## src/rtl/demux_chan_counter.sv

```systemverilog
// Per-channel rising-edge event counter for the demux outputs.
// Counters saturate and set a sticky overflow bit. One channel is read or cleared at a time.
module demux_chan_counter #(
  parameter int unsigned NCH  = 4,
  parameter int unsigned SELW = 2,
  parameter int unsigned CNTW = 8
) (
  input  logic            clk,
  input  logic            rst,
  input  logic [NCH-1:0]  dout_in,
  input  logic            en,
  input  logic [SELW-1:0] rd_sel,
  input  logic            rd_clr,
  output logic [CNTW-1:0] cnt_out,
  output logic [NCH-1:0]  ovf,
  output logic [NCH-1:0]  active,
  output logic            any_evt
);

  localparam logic [CNTW-1:0] CntMax = '1;

  typedef enum logic [0:0] {StPrime, StRun} state_e;

  state_e          state_q, state_d;
  logic [NCH-1:0]  dout_q;
  logic [NCH-1:0]  rise;
  logic [NCH-1:0]  counted;
  logic [CNTW-1:0] cnt_q [NCH];
  logic [CNTW-1:0] cnt_d [NCH];
  logic [NCH-1:0]  ovf_q, ovf_d;
  logic [CNTW-1:0] cnt_out_q, cnt_out_d;
  logic            any_evt_q, any_evt_d;
  logic            sel_valid;

  always_comb begin
    // PRIME only lasts for the first edge after reset.
    state_d   = StRun;
    sel_valid = (32'(rd_sel) < NCH);
    rise      = '0;
    if (state_q == StRun) begin
      rise = dout_in & ~dout_q;
    end
    counted   = rise & {NCH{en}};
    any_evt_d = |counted;
    // Read path sees counts from before this edge's update.
    cnt_out_d = sel_valid ? cnt_q[rd_sel] : '0;

    for (int i = 0; i < NCH; i++) begin
      cnt_d[i] = cnt_q[i];
      ovf_d[i] = ovf_q[i];
      if (counted[i]) begin
        if (cnt_q[i] == CntMax) begin
          ovf_d[i] = 1'b1;
        end else begin
          cnt_d[i] = cnt_q[i] + 1'b1;
        end
      end
      // A clear colliding with a counted rise keeps that rise.
      if (rd_clr && sel_valid && (int'(rd_sel) == i)) begin
        cnt_d[i] = CNTW'(counted[i]);
        ovf_d[i] = 1'b0;
      end
    end
  end

  always_ff @(posedge clk) begin
    if (rst) begin
      state_q   <= StPrime;
      dout_q    <= '0;
      ovf_q     <= '0;
      cnt_out_q <= '0;
      any_evt_q <= 1'b0;
      for (int i = 0; i < NCH; i++) begin
        cnt_q[i] <= '0;
      end
    end else begin
      state_q   <= state_d;
      dout_q    <= dout_in;
      ovf_q     <= ovf_d;
      cnt_out_q <= cnt_out_d;
      any_evt_q <= any_evt_d;
      for (int i = 0; i < NCH; i++) begin
        cnt_q[i] <= cnt_d[i];
      end
    end
  end

  assign cnt_out = cnt_out_q;
  assign ovf     = ovf_q;
  assign active  = dout_q;
  assign any_evt = any_evt_q;

endmodule

```

## config.mk

```make
export PLATFORM = sky130hd
export DESIGN_NAME = demux_chan_counter
export DESIGN_NICKNAME = d
export VERILOG_FILES = /design/src/rtl/demux_chan_counter.sv
export SDC_FILE = /design/constraint.sdc
export NUM_CORES = 1
export LEC_CHECK = 0
export CAP_MARGIN = 10
export CORE_MARGIN = 2
export CORE_UTILIZATION = 45
export CTS_CLUSTER_SIZE = 20
export DETAILED_ROUTE_END_ITERATION = 7
export PLACE_DENSITY_LB_ADDON = 0.05
export SYNTH_ARGS = -nofsm -noshare
export SYNTH_HDL_FRONTEND = slang
export SYNTH_SLANG_ARGS = --single-unit
```

## constraint.sdc

```tcl
create_clock -name clk -period 1.7 [get_ports clk]
set_input_delay 0.255 -clock clk [delete_from_list [all_inputs] [get_ports clk]]
set_output_delay 0.255 -clock clk [all_outputs]
set_load 0.05 [all_outputs]
```

# After elaboration in Yosys (flattened, before gate mapping)
# Memories as Yosys holds them, arrays and structs flattened. A register that Yosys moved wholly into a read port is not among the register bits.
# Index checks and enable logic that the tools add are counted.
# W data, S select, Z words.
[classes] mux=20 n_eq_ne=7 n_reduce_logical=14 add_sub_neg=4 bitwise=7
[op_table] cell="$mux W8" count=16
[op_table] cell="$add A8 B1 Y8 const B" count=4
[op_table] cell="$eq A8 B8 Y1 const B" count=4
[op_table] cell="$and A4 B4 Y4" count=2
[op_table] cell="$reduce_and A2 Y1" count=4
[op_table] cell="$reduce_or A2 Y1" count=4
[op_table] cell="$eq A2 B2 Y1 const B" count=2
[op_table] cell="$logic_and A1 B1 Y1" count=4
[op_table] cell="$mux W4" count=1
[op_table] cell="$not A4 Y4" count=1
[op_table] cell="$or A1 B1 Y1" count=4
[op_table] cell="$reduce_or A4 Y1" count=1
[op_table] cell="$mux W1" count=3
[op_table] cell="$eq A2 B1 Y1 const B" count=1
[op_table] cell="$logic_not A2 Y1" count=1
[totals] ram_bits=32 wordCells=60 input_bits=10 n_memories=1 output_inout_bits=17 regBits=10
[memory_table] name="cnt_q" words=4 width=8 rd=5 rd_clocked_by_memory_dff=1 wr=4 line="28" rtl="logic [CNTW-1:0] cnt_q [NCH];"

# Longest topological paths before layout
[depth] word_depth=7 mapped_depth=5 mapped_depth_nobuf=5

# Worst setup path after synthesis
# No wires, ideal clock.
[synth_timing] path_type="reg2reg" startpoint="register dout_q[3] (netlist: active[3])" endpoint="memory cnt_q[3][7]" period_less_slack_ns=1.545 t_arrival_ns=1.474 path_buffers=0 t_required_ns=1.629 path_slack_ns=0.155 setup_time_ns=0.071 stages_incl_launch_ff=5 cell_sequence="dfxtp_1 and4b_2 o211ai_4 or4_1 a21oi_1"
[synth_lines] element="start: declaration" line="25" rtl="logic [NCH-1:0] dout_q;"
[synth_lines] element="start signal: assignment" line="78" rtl="dout_q <= dout_in;"
[synth_lines] element="end: declaration" line="28"

# Worst setup path after layout
[layout_timing] startpoint="register cnt_out_q[1] (netlist: cnt_out[1]), read port of cnt_q" endpoint="output cnt_out[1]"
[layout_lines] element="start: declaration" line="31" rtl="logic [CNTW-1:0] cnt_out_q, cnt_out_d;"
[layout_lines] element="end: declaration" line="14" rtl="output logic [CNTW-1:0] cnt_out,"
# No word-level cell between the ends.

==> summary.txt <==
Worst setup path
  • Critical path origin: cnt_out[1]
  • Reg2reg start: cnt_q[0][0]
  • Critical Path, Cell by Cell: clkdlybuf4s50_1
  • CP max FO: 1
  • WP data required: 1.44 ns
  • Worst setup SP type: register
  • Critical Path End Type: output pin
  • Worst setup path category: register to output pin
  • Worst r2r dst: cnt_q[0][7]
  • Worst R2R Path Depth: 5
  • Crit-path leading delay family: buffers and inverters
  • Crit-path max cell delay: 0.79 ns
  • CP Buf/Inv Count: 1
  • Worst R2R Setup Slack: 0.09 ns
  • Slowest-stage cell, CP: clkdlybuf4s50_1
  • Arrival time worst endpoint: 1.40 ns

Power and ir drop
  • Comb pwr share: a little under a tenth
  • Cell Int Power: 1.60 mW
  • Psw: roughly 0.49 mW
  • Clock power frac: 33.6%
  • Sw frac: 23.6%
  • Leak Pwr: 1.16 nW
  • Worst IR Drop VDD: 599 µV
  • Sequential share of power: around 57%
  • Pwr Density: about 700 mW/mm²

Route
  • Number of detailed-route iterations in the first pass: 4
  • DRC Markers: 0
  • Via count: 2047
  • Antenna viol nets, final: 0
  • Vias/cell: 5.61
  • Number of DRC markers in iteration 0: 83
  • Drt wl/cell: roughly 15 µm
  • Drt total wl: 5550 µm

Die
  • Row Count: 26
  • Die Area: approximately 0.0058 mm²
  • Initial Utilization: a little under half
  • Die Wd: 76.3 µm
  • Die Span Y: 76.3 µm
  • Core area: slightly above 0.005 mm²
  • I/O pins: 27

Synthesis
  • Post-synthesis xor/xnor area fraction: 4.84%
  • Average instance area after synthesis: 9.72 µm²
  • Number of flops mapped to enable cells by yosys: 0
  • Synth Flop Type: dfxtp_1
  • Area of the mapped netlist: 0.00235 mm²
  • Yosys warnings: 0
  • Cells after Synth: 242
  • Sequential area share after synthesis: 42.6%
  • Complex-gate fraction of the synthesized area: 13.8%
  • Yosys cell types: 44
  • Post-synthesis mux area share: 9.36%
  • Post-Synth Simple-Gate Area: 26.2%
  • Yosys reg bits: 50
  • Asr flop ratio synth: 0%
  • Synth Net Count: between 200 and 300
  • Largest family of logic cells by synthesized area: simple AND/OR/NAND/NOR gates
  • Adder-cell share of the synthesized area: under 10%

CTS
  • H-tree Lvls: 2
  • Worst-Skew Late Latency: 0.30 ns
  • Clk buf depth: 2
  • Num CTS Buffers: 5
  • CTS tree: done
  • Clk sinks: 50
  • Post-CTS setup buffer count: 0
  • Root Driver: clkbuf_8
  • Clock slew seen by the registers of the worst setup and hold paths: 0.09 ns

STA
  • Slew HR: about two thirds
  • Worst Tran Pin Value: 0.504 ns
  • Final Skew: a little over 0.007 ns
  • Final Hold Fails: 0
  • Period minus WS final: 1.66 ns
  • Final Cycle Share: 97.4%
  • RSZ-0062 raised after global routing: true
  • Achievable Freq: 0.604 GHz
  • Final setup violation count: 0
  • Setup TNS: 0 ns
  • Slew Viols, Final: 0

Worst hold path
  • Worst Hold Path EP: ovf[1]
  • Hold Path Depth: 2
  • Min-delay src: ovf[1]
  • Hold Path Class: register to register

Place
  • Gpl congestion: 0.806
  • Hpwl dp: 4180 µm
  • PortBufs: 26

GRT
  • Total GRT Usage: 20.6%
  • Vias in the first global route: 1971
  • Pin count of the biggest net entering global routing: 15
  • Grt ovf: 0
  • First-pass GRT wire length: 9440 µm
  • Initial antenna violation count: 0

Job
  • Max-cap violations: 0

Cells and area
  • Nets: approximately 300
  • Core Util, Final: 58.7%
  • Fraction of layout cells with a size suffix above 1: 19.0%
  • Area grow syn2layout: 26.6%
  • Antenna diode count: 0

Run status
  • Run status: finished, final reports clean
-- worst max-delay path by stage --
stage	depth (start not counted)	to
global placement	5	cnt_q[3][7]
finish	1	cnt_out[1]
CTS	1	cnt_out[7]
detailed placement	5	cnt_q[3][7]
floorplan	4	cnt_q[3][7]
global route	5	cnt_q[3][6]
-- routing by layer --
| metal | global-route usage [%] | share of wire, % | vias up |
|---|---|---|---|
| met5 | 0 | 0 | - |
| met4 | 7.82 | 2.0 | 0 |
| met3 | 4.38 | 4.3 | 14 |
| met2 | 34.2 | 47 | 46 |
| met1 | 26.4 | 47 | 967 |
| li1 | - | - | 1020 |
-- cells by family after synthesis --
group	Yosys count
simple gates	109
flops	50
compound gates	47
xor+xnor	13
mux	12
buf+inv	7
fa+ha+maj	4
-- registers in the layout (all words and copies together), names as in the netlist --
signal / flops
any_evt: 1
active: 4
state_q: 1
cnt_q: 32
ovf: 4
cnt_out: 8
-- cell type report --
class	count	area, µm²
tap	70	87.6
clock buffer	7	86.3
inverter	2	7.51
timing repair buffer	50	443
multi-input combinational	185	1350
clock inverter	1	5.00
fill	486	2100
sequential	50	1000
-- repair_timing --
item                       4_1_cts  5_1_grt
gates resized for setup          0        8
hold buffers                     0        0
setup endpoints to repair        0       11
-- layout by cell type, fill, tap and decap left out, types with 8 or more instances in the layout --
master	Yosys	routed
clkdlybuf4s50_1	0	12
and2_1	8	8
buf_4	0	32
nand2_1	12	12
xnor2_1	8	8
a21oi_1	12	12
nor2_1	28	28
mux4_2	8	8
nand3_1	13	12
dfxtp_1	50	50
-- power by group through the flow --
stage | clock [mW] | combinational [mW] | sequential, mW
finish | 0.704 | 0.196 | 1.20
floorplan | 0 | 0.0746 | 1.25
CTS | 0.727 | 0.196 | 1.20
global route | 0.773 | 0.213 | 1.20
global placement | 0 | 0.194 | 1.22
detailed placement | 0 | 0.195 | 1.22
-- per-stage QoR --
step	setup WS [ns]	hold WS [ns]	power [mW]	area, µm²	std cells
2_1_floorplan	0.155	0.383	1.32	2350	242
3_3_place_gp	-0.191	0.454	1.42	2850	357
3_5_place_dp	-0.234	0.466	1.42	2850	357
4_1_cts	0.0294	0.486	2.12	2940	365
5_1_grt	-0.00719	0.504	2.18	2980	365
6_report	0.0435	0.479	2.10	2980	365
-- cell usage after synthesis, types with 6 or more instances --
master / count / share of area, %
mux4_2: 8 / 7.7
nand2_1: 12 / 1.9
nor2_1: 28 / 4.5
o21ai_1: 6 / 1.3
and2_1: 8 / 2.1
nor3_1: 7 / 1.5
nand4_1: 6 / 1.6
a21oi_1: 12 / 2.6
nand3_1: 13 / 2.8
dfxtp_1: 50 / 43
xnor2_1: 8 / 3.0
Note: power is estimated with default switching activity, not from simulation.
